$ cat config.mk
export PLATFORM = sky130hd
export DESIGN_NAME = rptr_empty
export DESIGN_NICKNAME = d
export VERILOG_FILES = /design/src/rtl/rptr_empty_pkg.sv /design/src/rtl/rptr_empty_gray2bin.sv /design/src/rtl/rptr_empty.sv
export SDC_FILE = /design/constraint.sdc
export NUM_CORES = 1
export LEC_CHECK = 0
export ABC_AREA = 0
export ABC_CLOCK_PERIOD_IN_PS = 6100
export CAP_MARGIN = 30
export CORE_MARGIN = 8
export CORE_UTILIZATION = 40
export DETAILED_ROUTE_END_ITERATION = 8
export PLACE_DENSITY = 0.71
export SETUP_SLACK_MARGIN = 0.05
export SYNTH_ARGS = -nofsm -noshare
export SYNTH_HDL_FRONTEND = slang
export SYNTH_SLANG_ARGS = --single-unit
$ cat constraint.sdc
create_clock -name r_clk -period 6.1 [get_ports r_clk]
set_clock_uncertainty 0.1 [all_clocks]
set_input_delay 0.915 -clock r_clk [delete_from_list [all_inputs] [get_ports r_clk]]
set_output_delay 0.915 -clock r_clk [all_outputs]
set_load 0.005 [all_outputs]
$ cat src/rtl/rptr_empty_pkg.sv
// Shared FIFO definitions for the read/write pointer stages: default geometry and Gray encoding.
// Used by rptr_empty (read side) and wptr_full (write side).
package rptr_empty_pkg;

   localparam int DEFAULT_ADDR_WIDTH          = 4;
   localparam int DEFAULT_ALMOST_EMPTY_THRESH = 1;
   localparam int MAX_PTR_WIDTH               = 32;

   function automatic logic [MAX_PTR_WIDTH-1:0] bin2gray(input logic [MAX_PTR_WIDTH-1:0] bin);
      return (bin >> 1) ^ bin;
   endfunction

endpackage

$ cat src/rtl/rptr_empty_gray2bin.sv
// Combinational Gray-to-binary converter of parameterized width.
// Each binary bit is the XOR of all Gray bits from the MSB down to that position.
module gray2bin #(
   parameter int WIDTH = 5
)(
   input  logic [WIDTH-1:0] gray,
   output logic [WIDTH-1:0] bin
);

   for (genvar i = 0; i < WIDTH; i++) begin : g_prefix
      assign bin[i] = ^gray[WIDTH-1:i];
   end

endmodule

$ cat src/rtl/rptr_empty.sv
// Read-domain pointer and empty/underflow flags of the async dual-clock FIFO.
// Optional occupancy level and almost-empty outputs are built when RPTR_LEVEL_EN is defined.
module rptr_empty
   import rptr_empty_pkg::*;
#(
   parameter int ADDR_WIDTH = DEFAULT_ADDR_WIDTH
`ifdef RPTR_LEVEL_EN
  ,parameter int ALMOST_EMPTY_THRESH = DEFAULT_ALMOST_EMPTY_THRESH
`endif
)(
   input  logic                  r_clk,
   input  logic                  r_rstn,
   input  logic                  r_inc,
   input  logic [ADDR_WIDTH:0]   rq2_wptr,
   output logic [ADDR_WIDTH-1:0] raddr,
   output logic [ADDR_WIDTH:0]   rptr,
   output logic                  r_empty,
   output logic                  r_underflow
`ifdef RPTR_LEVEL_EN
  ,output logic [ADDR_WIDTH:0]   r_level,
   output logic                  r_almost_empty
`endif
);

   localparam int PTR_W = ADDR_WIDTH + 1;

   logic [PTR_W-1:0] rbin;
   logic [PTR_W-1:0] rbinnext;
   logic [PTR_W-1:0] rgraynext;
   logic             rd_accept;

   // A read only advances the pointer when data is actually present.
   assign rd_accept = r_inc & ~r_empty;
   assign rbinnext  = rbin + {{ADDR_WIDTH{1'b0}}, rd_accept};
   assign rgraynext = (rbinnext >> 1) ^ rbinnext;
   assign raddr     = rbin[ADDR_WIDTH-1:0];

   // Empty is judged against the next pointer so the final read flags empty on its own edge.
   always_ff @(posedge r_clk or negedge r_rstn) begin
      if (!r_rstn) begin
         rbin        <= '0;
         rptr        <= '0;
         r_empty     <= 1'b1;
         r_underflow <= 1'b0;
      end else begin
         rbin    <= rbinnext;
         rptr    <= rgraynext;
         r_empty <= (rgraynext == rq2_wptr);
         if (r_inc && r_empty)
            r_underflow <= 1'b1;
      end
   end

`ifdef RPTR_LEVEL_EN
   localparam logic [PTR_W-1:0] THRESH = PTR_W'(ALMOST_EMPTY_THRESH);

   logic [PTR_W-1:0] wbin;
   logic [PTR_W-1:0] level_next;

   gray2bin #(
      .WIDTH (PTR_W)
   ) u_gray2bin (
      .gray (rq2_wptr),
      .bin  (wbin)
   );

   // Modular subtraction handles the wrap bit; the result lags writes by the synchronizer.
   assign level_next = wbin - rbinnext;

   always_ff @(posedge r_clk or negedge r_rstn) begin
      if (!r_rstn) begin
         r_level        <= '0;
         r_almost_empty <= 1'b1;
      end else begin
         r_level        <= level_next;
         r_almost_empty <= (level_next <= THRESH);
      end
   end
`endif

endmodule
* Word level (Yosys, flattened, before mapping)
Cells that the tools add are included.
** Cells by class
- Bitwise gates (word level) :: 3
- Add/subtract/negate cells :: 1
- Reductions and logical operators :: 1
- Magnitude comparators :: 0
- Div/mod/pow operators :: 0
- Muxes and demuxes :: 0
- Shift operators :: 0
- Equal/unequal tests :: 1
- Multiply operators :: 0
** Operators by type and width (number)
- 5-bit by 1-bit adder with 5-bit output :: 1
- 5-bit equality test :: 1
- 4-bit by 5-bit bitwise XOR with 5-bit output :: 1
- 1-bit bitwise AND :: 1
- 1-bit logical AND :: 1
- 1-bit NOT :: 1
** Storage, ports and cells
- Bits in writable memories :: 0
- Logic and storage cells :: 10
- Input bits :: 8
- Memories :: 0
- Bits in latches :: 0
- Output and inout bits :: 11
- Register bits after elaboration :: 12
- Bits in read-only memories :: 0

* Depth between registers and ports, before layout
- Depth after elaboration :: 5
- Mapped depth :: 8

* Worst setup path after synthesis
Ideal clock, no wire load.
- Path kind :: input to register
- Start :: input port r_inc
- End :: register r_empty
- Path buffers :: 1
- Slack :: 3.665 ns
- Data required time :: 5.932 ns
- Arrival :: 2.267 ns
- Cell stages on the path :: 8
- Cells stage by stage :: nor2b_1 -> ha_1 -> ha_1 -> buf_2 -> xnor3_1 -> nor3_2 -> o211ai_2 -> a21oi_2
** On the way
- Word-level cells in the longest chain between the ends :: 4
** Ends and longest elaborated chain
- from (decl) :: line rptr_empty.sv:13 : input logic r_inc,
- 1-bit bitwise AND :: line rptr_empty.sv:33 : assign rd_accept = r_inc & ~r_empty;
- 5-bit by 1-bit adder with 5-bit output :: line rptr_empty.sv:34 : assign rbinnext = rbin + {{ADDR_WIDTH{1'b0}}, rd_accept};
- 4-bit by 5-bit bitwise XOR with 5-bit output :: line rptr_empty.sv:35 : assign rgraynext = (rbinnext >> 1) ^ rbinnext;
- 5-bit equality test :: line rptr_empty.sv:48 : r_empty <= (rgraynext == rq2_wptr);
- to (signal assigned) :: line rptr_empty.sv:48
- to (decl) :: line rptr_empty.sv:17 : output logic r_empty,
No other way between the ends.
A chain may end at the register's enable or synchronous reset.

* Worst setup path in the final report
Ends and elaborated chain as after synthesis.

==> results.md <==
- Post-CTS setup buffers: 0
- FMAX: 365 MHz
- Synthesized area per cell: 12.5 sq um
- # IOs: 19
- Buf+Inv Stages, Crit Path: 1
- Pwr dens: 566 mW/mm^2
- Die Y: 54.4 um
- Crit-path slowest cell: clkdlybuf4s50_1
- Worst path depth: 8
- Max Cap Viol: 0
- H-tree depth: 1
- Yosys reg bits: 11
- Drt via density: 4.86
- Total GRT Usage: 7.54%
- Core box area: 0.00144 sq mm
- Number of global-route vias before repair: 421
- Mapped Area: 589 sq um
- Clock Sinks: 11
- Synth Area in Simple Gates: 9.77%
- Leak pwr: 0.353 nW
- Die width: 54.4 um
- Area after DPL: 773 sq um
- NumNets Final: 78
- CTS Buf Count: 3
- Post-Synthesis Cells: 47
- Compound-gate portion of the synthesized area: 9.55%
- Final Cycle Share: 44.9%
- GPL Wtd Cong: 0.717
- CP Max Fanout: 5
- Synth unique cells: 21
- DP Worst Slack: 3.09 ns
- Mux contribution to synthesized area: 0%
- CP peak stage delay: 0.47 ns
- Worst-Margin Slew: 0.467 ns
- Global-route wire length before repair: 1710 um
- Bufs on Longest Clock Path: 2
- Reg2Reg Depth: 7
- Worst setup path class: primary input to register
- CTS tree: done
- Final cell count without fillers: 83
- Final hold vios: 0
- Req. time, crit path: 6.19 ns
- Final worst slack: 3.36 ns
- Total power: 0.000453 W
- Clock latency on the worst-skew pair: 0.25 ns
- HP Class: register to register
- XOR/XNOR Fraction of Synth Area: 25.5%
- Initial Util: 41.0%
- CP dominant cell by count: ha_1
- Final setup fails: 0
- Setup TNS Final: 0 ns
- Root Driver: clkbuf_4
- Grt ovf: 0
- # rows: 14
- CP arrival: 2.83 ns
- Antenna violations before repair: 0
- Port-buffer cells: 18
- TritonRoute pass-1 iters: 3
- Cells along the critical path: clkdlybuf4s50_1, nor2b_1, ha_1, ha_1, xnor3_1, nor3_2, o211ai_2, a21oi_2
- Synth warn: 0
- Hold depth: 1
- Dpl hpwl: 905 um
- Clock transition at path regs: 0.06 ns
- N_diodes: 0
- Largest net degree at the start of global routing: 12
- CP startpoint kind: primary input
- Area share of the largest cell type after synthesis: 42.5%
- Mapped Nets: 57
- Via count: 403
- DR iter-0 viols: 2
- Share of layout cells above drive strength 1: 11.9%
- Minimum clock period: 2.74 ns
- Placed cells: 79
- Design Area, Final: 800 sq um
- Sequential area share after synthesis: 46.9%
- Largest family of logic cells by synthesized area: XOR/XNOR gates
- Die area: 0.00296 sq mm
- Antenna viol nets, final: 0
- Status: complete, no violations
- Max-slew headroom: 68.8%
- Count of final max-slew check failures: 0
- Adder-cell share of the synthesized area: 4.25%
- CP delay by family, top: adder cells
- # DRC: 0
- Area leader, netlist: dfrtp_1
- P&R area growth vs syn: 35.7%
- Post-DR wirelength/cell: 12.3 um
- CP Capture Type: register
- Hold-fix buffers, CTS: 0
- Max IR drop VDD: 0.000232 V
- Synth area leaders: dfrtp_1 (42%), xnor2_1 (10%), xnor3_1 (7.6%), xor2_1 (7.4%), dfstp_2 (4.5%)
- Post-CTS Resized: 0
- Unrepaired setup endpoints after global routing: no
- Routed wire length: 1030 um
[layout make-up]
cell class / count / area [sq um]
Timing Repair Buffer: 18 / 180
Inverter: 2 / 7.51
Multi-Input combinational cell: 32 / 289
Fill cell: 121 / 637
Tap cell: 16 / 20.0
Clock buffer: 4 / 26.3
Sequential cell: 11 / 277
[kinds of logic after synthesis]
logic type,count (synthesis)
xor gates and xnor gates,14
DFF,11
and+or+nand+nor,10
AOI/OAI and AO/OA,6
buffers and inverters,4
adders and majority gates,2
[layout by cell type (no fill, tap or decap), types with 2 or more instances in the layout]
| master | Yosys | layout |
|---|---|---|
| nand2_1 | 2 | 2 |
| xnor2_1 | 7 | 7 |
| xor2_1 | 5 | 5 |
| ha_1 | 2 | 2 |
| inv_1 | 2 | 2 |
| nand3_1 | 3 | 3 |
| clkdlybuf4s50_1 | 0 | 18 |
| a21o_1 | 2 | 2 |
| xnor3_1 | 2 | 2 |
| clkbuf_4 | 0 | 3 |
| dfrtp_1 | 10 | 10 |
[layer usage]
| layer | global-route usage, % | wire [um] | vias to the layer above | share of wire [%] |
|---|---|---|---|---|
| li1 | - | - | 195 | - |
| met1 | 8.31 | 412 | 196 | 40 |
| met2 | 14.1 | 521 | 12 | 51 |
| met3 | 2.17 | 91 | 0 | 8.9 |
| met4 | 1.23 | 0 | 0 | 0 |
| met5 | 0 | 0 | - | 0 |
[worst paths after layout]
check	startpoint	end	slack (ns)
max	r_inc	r_empty	3.36
min	r_underflow	r_underflow	0.35
max reg2reg	r_empty	r_empty	4.06
min reg2reg	r_underflow	r_underflow	0.35
max in group asynchronous	r_rstn	r_empty	4.67
min in group asynchronous	r_rstn	rbin[0]	0.88
[report_power, final]
part / switching (W) / leakage [nW] / internal, W
Clock: 0.0000214 / 0.0150 / 0.0000252
Combinational: 0.000104 / 0.210 / 0.000156
Sequential: 0.0000332 / 0.128 / 0.000113
[registers in the layout, indices dropped and copies added (netlist names)]
register and flops:
r_empty 1, r_underflow 1, rbin 5, rptr 4
[Yosys cell counts]
library cell / n
buf_2: 1
inv_1: 2
nand3_1: 3
dfstp_2: 1
xor2_1: 5
xnor2_1: 7
a21o_1: 2
buf_6: 1
and3_1: 1
a21oi_2: 1
o211ai_2: 1
ha_1: 2
a21boi_2: 1
and2_1: 1
nand2b_1: 1
nor3_2: 1
nor2b_1: 1
nand2_1: 2
xnor3_1: 2
a2bb2oi_1: 1
dfrtp_1: 10
[metrics by stage]
stage	util, %	hold slack (ns)
finish	55.7	0.354
global route	55.7	0.395
global placement	53.8	0.345
detailed placement	53.8	0.343
CTS	55.7	0.358
floorplan	-	0.351
Note: power is estimated with default switching activity, not from simulation.
